**src/rtl/pcc_pkg.sv**
```systemverilog
// Shared definitions for the pcc popcount-compare pipeline: vote FSM states
// and the count-width helper used wherever a 0..n count must be held.
package pcc_pkg;

    typedef enum logic {
        ACC  = 1'b0,
        DONE = 1'b1
    } vote_state_t;

    function automatic int PCC_CNT_W(input int n);
        return $clog2(n + 1);
    endfunction

endpackage

```
**src/rtl/pcc_vote_cnt.sv**
```systemverilog
// Per-sample vote counter: running count of ones, vote index, and the
// terminal-index flag that marks the last vote slot of a sample.
module pcc_vote_cnt
    import pcc_pkg::*;
#(
    parameter int NUM_VOTES = 16,
    parameter int CNT_W     = PCC_CNT_W(NUM_VOTES)
) (
    input  logic             clk,
    input  logic             rst,
    input  logic             en,
    input  logic             clr,
    input  logic             vote,
    output logic [CNT_W-1:0] cnt,
    output logic             last_idx
);

    localparam logic [CNT_W-1:0] LAST = CNT_W'(NUM_VOTES - 1);

    logic [CNT_W-1:0] cnt_q, cnt_d;
    logic [CNT_W-1:0] idx_q, idx_d;

    // clr is only asserted together with en, on the closing vote
    always_comb begin
        cnt_d = cnt_q;
        idx_d = idx_q;
        if (clr) begin
            cnt_d = '0;
            idx_d = '0;
        end else if (en) begin
            cnt_d = cnt_q + CNT_W'(vote);
            idx_d = idx_q + CNT_W'(1);
        end
    end

    always_ff @(posedge clk) begin
        if (rst) begin
            cnt_q <= '0;
            idx_q <= '0;
        end else begin
            cnt_q <= cnt_d;
            idx_q <= idx_d;
        end
    end

    assign cnt      = cnt_q;
    assign last_idx = (idx_q == LAST);

endmodule

```
**src/rtl/pcc_vote_acc.sv**
```systemverilog
// Vote accumulator behind the pcc stage: counts ones per sample of NUM_VOTES
// votes and emits a registered threshold decision plus a length-mismatch flag.
module pcc_vote_acc
    import pcc_pkg::*;
#(
    parameter  int NUM_VOTES = 16,
    parameter  int THRESH    = 8,
    localparam int CNT_W     = PCC_CNT_W(NUM_VOTES)
) (
    input  logic             clk,
    input  logic             rst,
    input  logic             in_valid,
    output logic             in_ready,
    input  logic             in_vote,
    input  logic             in_last,
    output logic             out_valid,
    input  logic             out_ready,
    output logic             out_class,
    output logic [CNT_W-1:0] out_count,
    output logic             out_err
);

    localparam logic [CNT_W:0] THRESH_EXT = (CNT_W + 1)'(THRESH);

    vote_state_t      state_q, state_d;
    logic             class_q, class_d;
    logic             err_q, err_d;
    logic [CNT_W-1:0] count_q, count_d;

    logic             accept;
    logic             close;
    logic             last_idx;
    logic [CNT_W-1:0] cnt;
    logic [CNT_W:0]   sum;

    assign in_ready  = (state_q == ACC);
    assign out_valid = (state_q == DONE);
    assign accept    = in_valid & in_ready;
    assign close     = accept & (last_idx | in_last);
    // One extra bit so THRESH == NUM_VOTES compares without wrapping
    assign sum       = {1'b0, cnt} + (CNT_W + 1)'(in_vote);

    pcc_vote_cnt #(
        .NUM_VOTES (NUM_VOTES),
        .CNT_W     (CNT_W)
    ) u_cnt (
        .clk      (clk),
        .rst      (rst),
        .en       (accept),
        .clr      (close),
        .vote     (in_vote),
        .cnt      (cnt),
        .last_idx (last_idx)
    );

    always_comb begin
        state_d = state_q;
        class_d = class_q;
        err_d   = err_q;
        count_d = count_q;
        case (state_q)
            ACC: begin
                if (close) begin
                    count_d = sum[CNT_W-1:0];
                    class_d = (sum >= THRESH_EXT);
                    err_d   = in_last ^ last_idx;
                    state_d = DONE;
                end
            end
            DONE: begin
                if (out_ready) begin
                    state_d = ACC;
                end
            end
            default: state_d = ACC;
        endcase
    end

    always_ff @(posedge clk) begin
        if (rst) begin
            state_q <= ACC;
            class_q <= 1'b0;
            err_q   <= 1'b0;
            count_q <= '0;
        end else begin
            state_q <= state_d;
            class_q <= class_d;
            err_q   <= err_d;
            count_q <= count_d;
        end
    end

    assign out_class = class_q;
    assign out_count = count_q;
    assign out_err   = err_q;

endmodule

```
**config.mk**
```make
export PLATFORM = sky130hd
export DESIGN_NAME = pcc_vote_acc
export DESIGN_NICKNAME = d
export VERILOG_FILES = /design/src/rtl/pcc_pkg.sv /design/src/rtl/pcc_vote_cnt.sv /design/src/rtl/pcc_vote_acc.sv
export SDC_FILE = /design/constraint.sdc
export NUM_CORES = 1
export LEC_CHECK = 0
export CORE_UTILIZATION = 45
export DETAILED_ROUTE_END_ITERATION = 8
export HOLD_SLACK_MARGIN = 0.1
export MAX_ROUTING_LAYER = met4
export PLACE_DENSITY_LB_ADDON = 0.05
export SYNTH_ARGS = -nofsm -noshare
export SYNTH_HDL_FRONTEND = slang
export SYNTH_SLANG_ARGS = --single-unit
```
**constraint.sdc**
```tcl
create_clock -name clk -period 1.6 [get_ports clk]
set_input_delay 0.24 -clock clk [delete_from_list [all_inputs] [get_ports clk]]
set_output_delay 0.24 -clock clk [all_outputs]
set_load 0.05 [all_outputs]
```
==> results.md <==
* Most Frequent Cell on Critical Path: ha_4
* Status: finished, violations left
* CTS tree: built
* Place WS at -0.169 ns
* Share of cells above drive strength 1 at 0.387
* Synth Flop Type: dfxtp_1
* Root Driver: clkbuf_4
* Remaining Overflow, GRT at 0
* Failing checks: setup timing
* Vias per cell at 4.85
* CP delay by family, top: simple AND/OR/NAND/NOR gates
* Slew headroom at 0.776
* Buf/Inv on CP at 3
* Tcrit/Tclk final at 1.08
* Area leader, netlist: dfxtp_1
* Area Growth Syn to Fin at 43.4%
* Synth Register Bits at 18
* Max FO, Critical Path at 5
* Final Hold Fails at 0
* Layout Nets at 132
* Net Count, Synth at 103
* Initial antenna violation count at 0
* ANT cells at 0
* Synth Warn # at 0
* CTS Buf Count at 3
* Endpoints failing setup at 18
* First-pass GRT wire length at 2590 um
* Tightest Hold Check Type: reg2reg
* Pleak at 0.471 nW
* Fmax at 579 MHz
* DIE AREA at 2050 um2
* Final Max Slew Viols at 0
* CP Launch Type: flop
* Setup TNS at -1.49 ns
* EDFF count, synth at 0
* Largest net degree at the start of global routing at 11
* Clk buf depth at 2
* Area after DPL at 1160 um2
* Number of global-route vias before repair at 623
* Initial drt markers at 3
* Mapped Area at 842 um2
* Crit path time final at 1.73 ns
* Worst-path cell chain: ha_4 > and3_4 > ha_4 > inv_2 > ha_4 > nor3b_4 > buf_6 > buf_12 > nor2_4 > a211oi_2
* Avg WL per Cell at 11.7 um
* Die H at 45.3 um
* Synth async-reset ratio at 0
* DRC viols at 0
* P per Cell Area at 744 nW/um2
* Clock slew at reported path FFs at 0.10 ns
* Gr usage total at 0.185
* Die width at 45.3 um
* IO Port Bufs at 14
* Kind of critical path: reg2reg
* Crit-path max cell delay at 0.36 ns
* Clk_lat worst skew at 0.28 ns
* Core ar. at 1750 um2
* RSZ-0062 raised after global routing: true
* Routed wire length at 1690 um
* Htree depth at 1
* CP endpoint kind: flop
* Worst setup margin at -0.127 ns
* ANT nets after route at 0
* Crit-path slowest cell: dfxtp_2
* Syn Area/Cell at 9.15 um2
* Ranking of synthesized cells by area: dfxtp_1 (43%), ha_1 (7.4%), a21oi_1 (5.9%)
* Router iterations before antenna repair at 3
* Design Area, Final at 1210 um2
* Post-synthesis instance total at 92
* Max-cap viol count at 0
* Synth top area share at 0.428
* Clk sinks at 18
* # rows at 15
* Clock Skews at 0.00562 ns
* Yosys cell types at 25
* Critical Path RT at 1.80 ns
* Slew @ Worst Pin at 0.335 ns
* Via count at 698
* GPL Wtd Cong at 0.755
* Crit path arrival time at 1.93 ns
* VDD IR max at 0.574 mV
* Dpl hpwl at 1250 um
* Top Ports at 15
* Register area share after synthesis at 0.428
* Initial Util at 0.482
synthesized netlist by cell type, drive strengths merged (2+ instances only):
| cell | number |
|---|---|
| inv | 5 |
| a21oi | 10 |
| dfxtp | 18 |
| o21ai | 6 |
| or3 | 3 |
| xor2 | 4 |
| nand2 | 9 |
| nand3b | 2 |
| ha | 5 |
| buf | 3 |
| xnor2 | 2 |
| nand3 | 3 |
| a211oi | 4 |
| nor2 | 9 |
cell type report:
| cell class | count | area [um2] |
|---|---|---|
| Timing Repair Buffer | 28 | 264 |
| Tap cell | 25 | 31.3 |
| Multi-Input combinational cell | 65 | 508 |
| Clock buffer | 3 | 22.5 |
| Fill cell | 152 | 538 |
| Inverter | 5 | 18.8 |
| Sequential cell | 18 | 363 |
what timing repair did:
action                     in CTS  in global routing
buffers inserted                1                  0
resized for setup               2                  5
pin swaps                       4                  2
gates cloned                    0                  0
hold endpoints to repair        0                  0
hold buffers                    0                  0
setup endpoints to repair      17                 18
cell families after synthesis:
logic type / synth area share
xor+xnor: 0.0624
flops: 0.428
simple gates: 0.193
fa+ha+maj: 0.0743
mux: 0.0119
buf+inv: 0.0594
compound gates: 0.171
worst reg2reg max path: stages (launching register included):
cell	delay, ns
dfxtp_2	0.36
ha_4	0.13
and3_4	0.19
ha_4	0.13
inv_2	0.04
ha_4	0.16
nor3b_4	0.22
buf_6	0.15
buf_12	0.11
nor2_4	0.03
a211oi_2	0.13
stage by stage:
stage / instances / utilization / power (mW) / hold WS, ns
after global placement: 141 / 0.667 / 0.688 / 0.447
after global routing: 144 / 0.692 / 0.935 / 0.509
after CTS: 145 / 0.688 / 0.911 / 0.474
after detailed placement: 141 / 0.667 / 0.691 / 0.458
after floorplan: 92 / - / 0.613 / 0.422
final: 144 / 0.692 / 0.898 / 0.468
final timing paths:
| kind | end | start | slack, ns | depth (start not counted) |
|---|---|---|---|---|
| max | out_count[3] | u_cnt.idx_q[1] | -0.13 | 10 |
| min | u_cnt.cnt[0] | u_cnt.cnt[0] | 0.47 | 2 |
| min reg2reg | u_cnt.cnt[0] | u_cnt.cnt[0] | 0.47 | 2 |
| max reg2reg | out_count[3] | u_cnt.idx_q[1] | -0.13 | 10 |
flip-flops by register name (all words and copies together) (netlist names):
name         cells
out_class        1
out_count        5
out_err          1
u_cnt.cnt        5
out_valid        1
u_cnt.idx_q      5
report_power, final:
part / switching, mW / internal, mW / total [mW] / leakage, nW
Sequential: 0.0154 / 0.467 / 0.483 / 0.147
Combinational: 0.108 / 0.0924 / 0.201 / 0.310
Clock: 0.127 / 0.0873 / 0.215 / 0.0138
Total: 0.251 / 0.647 / 0.898 / 0.471
cells in the final DEF, fill, tap and decap left out, drive strengths merged:
| master | count |
|---|---|
| a211oi | 4 |
| a21bo | 1 |
| a21oi | 10 |
| a311oi | 1 |
| and2b | 1 |
| and3 | 1 |
| buf | 23 |
| clkbuf | 3 |
| clkdlybuf4s50 | 5 |
| dfxtp | 18 |
| ha | 5 |
| inv | 5 |
| mux2i | 1 |
| nand2 | 9 |
| nand2b | 1 |
| nand3 | 3 |
| nand3b | 2 |
| nor2 | 9 |
| nor3b | 1 |
| o21ai | 6 |
| or2 | 1 |
| or3 | 3 |
| xnor2 | 2 |
| xor2 | 4 |
per-layer routing:
metal | up-vias | global-route usage | routed length (um)
li1 | 370 | - | -
met1 | 315 | 0.270 | 897
met2 | 11 | 0.246 | 726
met3 | 2 | 0.0240 | 54
met4 | 0 | 0.0909 | 13
met5 | - | - | 0
Power figures use the tool's default switching activity.
